==> src/rtl/ip_codma_fifo_pkg.sv <==
// Address-phase FIFO types shared by the CODMA scheduler and its storage.
package ip_codma_fifo_pkg;

    localparam int AP_ADDR_W  = 32;
    localparam int AP_SIZE_W  = 4;
    localparam int AP_COUNT_W = 3;

    typedef struct packed {
        logic [AP_ADDR_W-1:0] addr;
        logic [AP_SIZE_W-1:0] size;
        logic                 read;
        logic                 write;
    } ap_fifo_entry_t;

    localparam ap_fifo_entry_t AP_FIFO_EMPTY = '0;

endpackage

==> src/rtl/ip_codma_machine_states_pkg.sv <==
// Shared state encodings for the CODMA address-phase machines.
// Holds the scheduler's grant select and the default AP FIFO depth.
package ip_codma_machine_states_pkg;

    localparam int AP_FIFO_DEPTH = 4;

    typedef enum logic [1:0] {
        GNT_NONE = 2'd0,
        GNT_RD   = 2'd1,
        GNT_WR   = 2'd2
    } gnt_sel_e;

endpackage

==> src/rtl/ip_codma_ap_fifo.sv <==
// Address-phase entry storage: circular buffer with push, pop, flush and
// a zeroed head while empty. Flush wins over push and pop.
module ip_codma_ap_fifo
    import ip_codma_fifo_pkg::*;
    import ip_codma_machine_states_pkg::*;
#(
    parameter int DEPTH = AP_FIFO_DEPTH
) (
    input  logic                  clk_i,
    input  logic                  reset_n_i,
    input  logic                  flush_i,
    input  logic                  push_i,
    input  ap_fifo_entry_t        push_data_i,
    input  logic                  pop_i,
    output logic [AP_COUNT_W-1:0] count_o,
    output ap_fifo_entry_t        head_o
);

    localparam int PTR_W = $clog2(DEPTH);
    localparam logic [AP_COUNT_W-1:0] DEPTH_C = AP_COUNT_W'(DEPTH);

    ap_fifo_entry_t        mem [DEPTH];
    logic [PTR_W-1:0]      wr_ptr_q;
    logic [PTR_W-1:0]      rd_ptr_q;
    logic [AP_COUNT_W-1:0] count_q;
    logic                  push_ok;
    logic                  pop_ok;

    assign push_ok = push_i && (count_q < DEPTH_C) && !flush_i;
    assign pop_ok  = pop_i && (count_q != '0) && !flush_i;

    // Pointers wrap naturally because DEPTH is a power of two.
    always_ff @(posedge clk_i) begin
        if (!reset_n_i || flush_i) begin
            wr_ptr_q <= '0;
            rd_ptr_q <= '0;
            count_q  <= '0;
        end else begin
            if (push_ok) wr_ptr_q <= wr_ptr_q + PTR_W'(1);
            if (pop_ok)  rd_ptr_q <= rd_ptr_q + PTR_W'(1);
            count_q <= count_q + AP_COUNT_W'(push_ok) - AP_COUNT_W'(pop_ok);
        end
    end

    always_ff @(posedge clk_i) begin
        if (push_ok && reset_n_i) begin
            mem[wr_ptr_q] <= push_data_i;
        end
    end

    assign count_o = count_q;
    assign head_o  = (count_q == '0) ? AP_FIFO_EMPTY : mem[rd_ptr_q];

endmodule

==> src/rtl/ip_codma_ap_sched.sv <==
// Address-phase scheduler: round-robin req/gnt arbitration between the read
// and write engines feeding a shared AP FIFO, with a sticky protocol error.
module ip_codma_ap_sched
    import ip_codma_fifo_pkg::*;
    import ip_codma_machine_states_pkg::*;
#(
    parameter int DEPTH = AP_FIFO_DEPTH
) (
    input  logic                  clk_i,
    input  logic                  reset_n_i,
    input  logic                  stop_i,
    input  logic                  rd_req_i,
    input  logic [31:0]           rd_addr_i,
    input  logic [3:0]            rd_size_i,
    output logic                  rd_gnt_o,
    input  logic                  wr_req_i,
    input  logic [31:0]           wr_addr_i,
    input  logic [3:0]            wr_size_i,
    output logic                  wr_gnt_o,
    input  logic                  fifo_rd_i,
    output ap_fifo_entry_t        ap_fifo_o,
    output logic [AP_COUNT_W-1:0] ap_fifo_count_o,
    output logic                  sched_error_o
);

    localparam logic [AP_COUNT_W-1:0] DEPTH_C = AP_COUNT_W'(DEPTH);

    gnt_sel_e       gnt_sel;
    ap_fifo_entry_t push_data;
    logic           can_grant;
    logic           prio_wr_q;
    logic           sched_error_q;
    logic           size_zero;
    logic           underflow;

    assign can_grant = reset_n_i && !stop_i && (ap_fifo_count_o < DEPTH_C);

    // prio_wr_q set means write wins the next contention.
    always_comb begin
        gnt_sel   = GNT_NONE;
        push_data = AP_FIFO_EMPTY;
        if (can_grant) begin
            if (rd_req_i && (!wr_req_i || !prio_wr_q)) begin
                gnt_sel = GNT_RD;
            end else if (wr_req_i) begin
                gnt_sel = GNT_WR;
            end
        end
        case (gnt_sel)
            GNT_RD:  push_data = '{addr: rd_addr_i, size: rd_size_i, read: 1'b1, write: 1'b0};
            GNT_WR:  push_data = '{addr: wr_addr_i, size: wr_size_i, read: 1'b0, write: 1'b1};
            default: push_data = AP_FIFO_EMPTY;
        endcase
    end

    assign rd_gnt_o  = (gnt_sel == GNT_RD);
    assign wr_gnt_o  = (gnt_sel == GNT_WR);
    assign size_zero = (rd_gnt_o && (rd_size_i == '0)) || (wr_gnt_o && (wr_size_i == '0));
    assign underflow = fifo_rd_i && (ap_fifo_count_o == '0);

    always_ff @(posedge clk_i) begin
        if (!reset_n_i) begin
            prio_wr_q     <= 1'b0;
            sched_error_q <= 1'b0;
        end else begin
            if (rd_gnt_o)      prio_wr_q <= 1'b1;
            else if (wr_gnt_o) prio_wr_q <= 1'b0;
            if (size_zero || underflow) sched_error_q <= 1'b1;
        end
    end

    assign sched_error_o = sched_error_q;

    ip_codma_ap_fifo #(
        .DEPTH (DEPTH)
    ) u_ap_fifo (
        .clk_i       (clk_i),
        .reset_n_i   (reset_n_i),
        .flush_i     (stop_i),
        .push_i      (gnt_sel != GNT_NONE),
        .push_data_i (push_data),
        .pop_i       (fifo_rd_i),
        .count_o     (ap_fifo_count_o),
        .head_o      (ap_fifo_o)
    );

endmodule

==> config.mk <==
export PLATFORM = sky130hd
export DESIGN_NAME = ip_codma_ap_sched
export DESIGN_NICKNAME = d
export VERILOG_FILES = /design/src/rtl/ip_codma_fifo_pkg.sv /design/src/rtl/ip_codma_machine_states_pkg.sv /design/src/rtl/ip_codma_ap_fifo.sv /design/src/rtl/ip_codma_ap_sched.sv
export SDC_FILE = /design/constraint.sdc
export NUM_CORES = 1
export LEC_CHECK = 0
export ABC_AREA = 1
export CORE_MARGIN = 2
export CORE_UTILIZATION = 55
export CTS_CLUSTER_DIAMETER = 60
export DETAILED_ROUTE_END_ITERATION = 12
export PLACE_DENSITY = 0.82
export SLEW_MARGIN = 10
export SYNTH_ARGS = -nofsm -noshare
export SYNTH_HDL_FRONTEND = slang
export SYNTH_SLANG_ARGS = --single-unit
==> constraint.sdc <==
create_clock -name clk_i -period 5.3 [get_ports clk_i]
set_input_delay 1.06 -clock clk_i [delete_from_list [all_inputs] [get_ports clk_i]]
set_output_delay 1.06 -clock clk_i [all_outputs]
set_load 0.05 [all_outputs]
==> metrics, run 1 <==
Synth top area share 0.638; GRT met3 Usage 0.0635; nature of the critical path endpoint output pin; DR vias/cell 5.58; Clock Tree Root clkbuf_16; top post-synthesis cells by count nor2_1, edfxtp_1, nand2_1; met2 Use GR 0.438; WL final about 17 mm; status finished, final reports clean; Leakage Power just under 3 nW; Post-Synth Adder-Cell Area 0.0220; GRT overflow 0; Hold Vio Cnt, Final 0; DP HPWL roughly 9.7 mm; largest net degree at the start of global routing 77; synthesized area just over 0.007 sq mm; YS warnings 0; H-tree depth 4; post-DR wirelength/cell between 15 and 20 um; Least-Margin Pin Slew 973 ps; simple-gate portion of the synthesized area 0.142; Die Span Y 118 um; post_cts resized 0; number of setup buffers added after CTS 0; Die W about 120 um; CP Launch Type flip-flop; Setup CP Type reg -> out; main combinational cell family by area after synthesis simple AND/OR/NAND/NOR gates; Final Slew Violations 0; Top Usage Layer GRT met2; Longest Clk Path Bufs 2; row count 41; met1 usage 0.282; min-delay src prio_wr_q; initial antenna violation count 0; maxcap violations 0; minimum clock period between 4000 and 5000 ps; Synth area leader edfxtp_1; initial core utilization 0.564; Residual DRC 0; post-synthesis async set-or-reset flop share 0; WP data required 4240 ps; Layout Skew between 9 and 10 ps; worst vdd ir approximately 0.23 mV; setup violators final 0; Mapped Nets ~760; area of the core 0.0127 sq mm; top cells by area, synth edfxtp_1, nor2_1, a21oi_1; syn avg cell area about 11 sq um; mux cell area share after synthesis 0; Post-synth EDFFs between 150 and 200; setup TNS 0 ps; Inserted Clock Buffers 17; WP data arrival between 3000 and 4000 ps; placed cell count around 930; wire length of the first global-routing pass around 27 mm; compound-gate portion of the synthesized area 0.112; Clock Sinks 163; vias after detailed routing 5371; All-Layer GR Usage 0.248; Clk Latency, worst-skew pair approximately 420 ps; period utilization 0.852; post-route ant nets 0; RSZ-0062 raised after global routing no; most numerous cell in the Yosys netlist nor2_1; share of layout cells above drive strength 1 0.0607; Antenna Cells 0; num ports roughly 120; total power around 2.8 mW; clock-pin transition on the worst setup and hold timing paths approximately 60 ps; drt first pass iters 5; HP Class reg -> reg; Syn-to-layout area delta 25.1%; max_slew headroom 0.352; Synth Register Bits approximately 160; Mapped Cells between 600 and 700; Die ar. 0.0139 sq mm; Finished Layout Cells slightly below 1000; RePlAce Congestion ~0.85; DR iter-0 viols between 500 and 600; ys flop type edfxtp_1; R2R Path Start u_ap_fifo.count_o[2]; fin nets around 870; Seq/Total Area, Yosys 0.669; FMAX 221 MHz; # fillers roughly 850; CP Max Fanout 39; xor and xnor area share after synthesis 0; CTS tree built; number of global-route vias before repair 5542; Hold-fix buffers, CTS 0; synth unique cells 22; I/O Buffers 121; Cell Pwr Density around 310 mW/mm^2
-- layout by cell type, fill, tap and decap left out --
cell	instances
clkinvlp_4	5
o21ai_1	40
clkbuf_8	3
ha_2	2
bufinv_16	1
a21boi_0	1
inv_2	3
nand2_2	1
clkinv_2	3
o21ai_0	38
nand2_1	88
a21oi_1	80
nand4_1	1
nand3_1	7
clkbuf_1	4
clkdlybuf4s50_1	121
dfxtp_2	2
ha_1	9
nor2_1	166
dfxtp_1	9
clkbuf_16	17
fa_1	1
nor2_4	4
buf_4	7
edfxtp_1	152
inv_1	26
-- cell families (layout without fill, tap and decap cells) --
family / count (synthesis) / after routing
adders and majority gates: 12 / 12
DFF: 163 / 163
and+or+nand+nor: 267 / 267
buffers and inverters: 71 / 190
AOI/OAI and AO/OA: 159 / 159
-- report_power, final --
group | internal [mW] | switching [mW]
combinational | 0.0861 | 0.112
clock | 0.682 | 0.473
sequential | 1.40 | 0.00391
-- final cells by class --
type | count | area, sq um | share of cell area
clock buffer | 24 | 482 | 0.0538
clock inverter | 8 | 77.6 | 0.00867
inverter | 30 | 114 | 0.0127
multi-input combinational | 438 | 2010 | 0.224
sequential | 163 | 4790 | 0.535
tap | 172 | 215 | 0.0241
timing repair buffer | 128 | 1260 | 0.141
-- state kept, by name, summed over array words and instances (netlist names), named ones only --
name	flops
u_ap_fifo.wr_ptr_q	2
u_ap_fifo.rd_ptr_q	2
u_ap_fifo.mem	152
u_ap_fifo.count_o	3
sched_error_o	1
prio_wr_q	1
-- per-layer routing --
metal,routed length (um),part of all wire
met5,0,0
met4,361,0.021
met3,1260,0.073
met2,9000,0.52
met1,6520,0.38
-- critical path: stages (launching register included) --
cell,delay [ps]
dfxtp_2,910
inv_2,570
nor2_1,260
o21ai_1,90
a21oi_1,290
clkdlybuf4s50_1,870
-- final timing paths --
check / to / slack [ps] / depth (start not counted)
max: ap_fifo_o[9] / 780 / 5
min: prio_wr_q / 470 / 2
max reg2reg: u_ap_fifo.mem[3][33] / 2600 / 7
min reg2reg: prio_wr_q / 470 / 2
-- metrics by stage --
step / hold slack [ps] / utilization / instance area (sq um) / setup slack (ps)
3_5_place_dp: 466 / 0.662 / 8390 / 1050
6_report: 468 / 0.706 / 8950 / 784
3_3_place_gp: 451 / 0.662 / 8390 / 1120
5_1_grt: 490 / 0.706 / 8950 / 690
4_1_cts: 474 / 0.706 / 8940 / 800
2_1_floorplan: 430 / - / 7150 / 1380
(Power assumes the default switching activity.)
==> inputs of run 2 (changes only) <==
- CORE_ASPECT_RATIO: not set -> 1.25
==> run 2 against run 1 <==
  * First-iteration DRC count is 26% lower
  * Maximum frequency increased by 4.9%
  * Flip-flop and latch count stayed put
  * Design area rose by 0.99%
  * Sequential power about the same
  * Combinational power hardly changed
  * Core utilization up 0.43 points
  * Clock-buffer cell count is 8 higher
  * Clock skew down 2.8 ps
  * Critical path depth grew 3
  * Hold slack gained 9.3 ps
  * Largest cell class unchanged
==> metrics, run 2 (synthesis results as in run 1) <==
combinational power share 0.071 (about the same); sequential cell area 0.00479 sq mm (unchanged); Hold Vio Cnt, Final 0 (unchanged); I/O Buffers 121 (unchanged); final std cell area, no fill 0.00903 sq mm (+0.99%); wire length of the first global-routing pass 25.8 mm (-3.4%); CP Max Fanout 7 (-82%); Fin Hold WS 477 ps (+9.34 ps); # fillers 855 (+0.23%); sequential power share 0.497 (-0.012); max FFs per register 152 (unchanged); Cell Pwr Density 313 mW/mm^2 (+1.4%); area of the core 0.0127 sq mm (+0.39%); footprint of the multi-input gates 0.00201 sq mm (unchanged); switching share of total power 0.198 (-0.0152); Layout Skew 6.29 ps (-2.76 ps); Residual DRC 0 (unchanged); H-tree depth 4 (unchanged); crit path from stop_i; number of setup buffers added after CTS 0 (unchanged); post-DR wirelength/cell 17.4 um (-2.3%); fin nets 873 (+0.58%); RePlAce Congestion 0.796 (-6.5%); R2R Path Start prio_wr_q; Core Util, Final 0.710 (+0.00428); family with the most delay on the worst path buffers and inverters; Top Usage Layer GRT met2; Largest stage delay, worst path 800 ps (-110 ps); share of layout cells above drive strength 1 0.0641 (+0.00339); number of global-route vias before repair 5351 (-3.4%); worst setup margin 995 ps (+211 ps); CTS tree built; Inserted Clock Buffers 17 (unchanged); WL final 16.8 mm (-2.2%); maxcap violations 0 (unchanged); row count 46 (+12%); post-route ant nets 0 (unchanged); RSZ-0062 raised after global routing no; Worst Setup EP rd_gnt_o; Least-Margin Pin Slew 1180 ps (+205 ps); Die ar. 0.0139 sq mm (about the same); setup TNS 0 ps (unchanged); GRT overflow 0 (unchanged); Int Pwr 2.26 mW (+4.4%); worst path buffer plus inverter count 4 (+2); Cell Chain, Critical Path clkdlybuf4s50_1, inv_1, nand2_1, nor2_1, nand2_1, inv_1, ha_2, clkdlybuf4s50_1; period utilization 0.812 (-0.0398); minimum clock period 4300 ps (-211 ps); met2 Use GR 0.435 (-0.00238); Clock Tree Root clkbuf_16; status finished, final reports clean; CP Launch Type input port; met1 usage 0.279 (-0.00310); initial core utilization 0.562 (-0.00217); Setup CP Type in -> out; WP data arrival 3240 ps (-220 ps); Leakage Power 2.99 nW (+2.4%); Die W 106 um (-10%); nature of the critical path endpoint output pin; setup violators final 0 (unchanged); Largest Register u_ap_fifo.mem; DR vias/cell 5.48 (-1.8%); Slowest cell on crit path clkdlybuf4s50_1; clock share of power 0.432 (+0.013); R2R Path End u_ap_fifo.mem[1][19]; Die Span Y 131 um (+11%); worst hold path depth 2 (unchanged); FF-to-FF path depth 7 (unchanged); max_slew headroom 0.215 (-0.137); post_cts resized 0 (unchanged); Hold-fix buffers, CTS 0 (unchanged); num ports 122 (unchanged); Final Slew Violations 0 (unchanged); switching power total 561 uW (-4.9%); drt first pass iters 5 (unchanged); number of cells on the critical path 8 (+3); vias after detailed routing 5279 (-1.7%); clock-pin transition on the worst setup and hold timing paths 60 ps (about the same); dpl ws 1020 ps (-26.8 ps); Longest Clk Path Bufs 2 (unchanged); Worst R2R Setup Slack 2630 ps (+30 ps); placement-stage cell area 0.00842 sq mm (+0.39%); DR iter-0 viols 388 (-26%); worst vdd ir 0.220 mV (-4.0%); DP HPWL 10.0 mm (+3.0%); All-Layer GR Usage 0.244 (-0.00392); WP data required 4240 ps (about the same); commonest non-fill, non-tap cell in the layout nor2_1; HP Class reg -> reg; Syn-to-layout area delta 26.3%; Antenna Cells 0 (unchanged); FMAX 232 MHz (+4.9%); Clk Latency, worst-skew pair 420 ps (about the same); most frequent cells in the layout nor2_1, edfxtp_1, clkdlybuf4s50_1; largest net degree at the start of global routing 77 (unchanged); Clock Sinks 163 (unchanged); GRT met3 Usage 0.0595 (-0.00395); initial antenna violation count 0 (unchanged)
## run 2: cell count changes in the layout (fill, tap and decap cells not counted), sizes merged
cell / delta
buf: +5
clkinvlp: -5
inv: +1
clkinv: -3
clkbuf: +8
bufinv: -1
## run 2: stage by stage
stage	power [mW]	std cells
floorplan	1.53	672
global placement	1.63	932
detailed placement	1.63	932
CTS	2.83	964
global route	2.90	964
finish	2.83	964
## run 2: metal layers
layer  vias up  share of wire  wire length [um]
met1      2493           0.38              6340
met5         -              0                 0
met4         0          0.023               382
met3        35          0.066              1110
li1       2512              -                 -
met2       239           0.53              8940
## run 2: area by class of cell
type                            instances  area share
Multi-Input combinational cell        438       0.222
Tap cell                              168      0.0233
Timing Repair Buffer                  133       0.144
Sequential cell                       163       0.530
Clock buffer                           32      0.0683
Inverter                               30      0.0125
## run 2: worst min-delay path by stage
stage               startpoint        end
floorplan            prio_wr_q  prio_wr_q
CTS                  prio_wr_q  prio_wr_q
finish               prio_wr_q  prio_wr_q
global route         prio_wr_q  prio_wr_q
detailed placement   prio_wr_q  prio_wr_q
global placement     prio_wr_q  prio_wr_q
## run 2: power groups by stage
| stage | clock [mW] | combinational [mW] | sequential (mW) |
|---|---|---|---|
| floorplan | 0 | 0.0965 | 1.43 |
| global placement | 0 | 0.194 | 1.43 |
| detailed placement | 0 | 0.198 | 1.43 |
| CTS | 1.23 | 0.200 | 1.40 |
| global route | 1.29 | 0.213 | 1.41 |
| finish | 1.22 | 0.200 | 1.41 |
## run 2: tightest hold or removal path, stage by stage, from the launching register on
cell	delay (ps)
dfxtp_1	320
nand2_1	60
a21oi_1	50
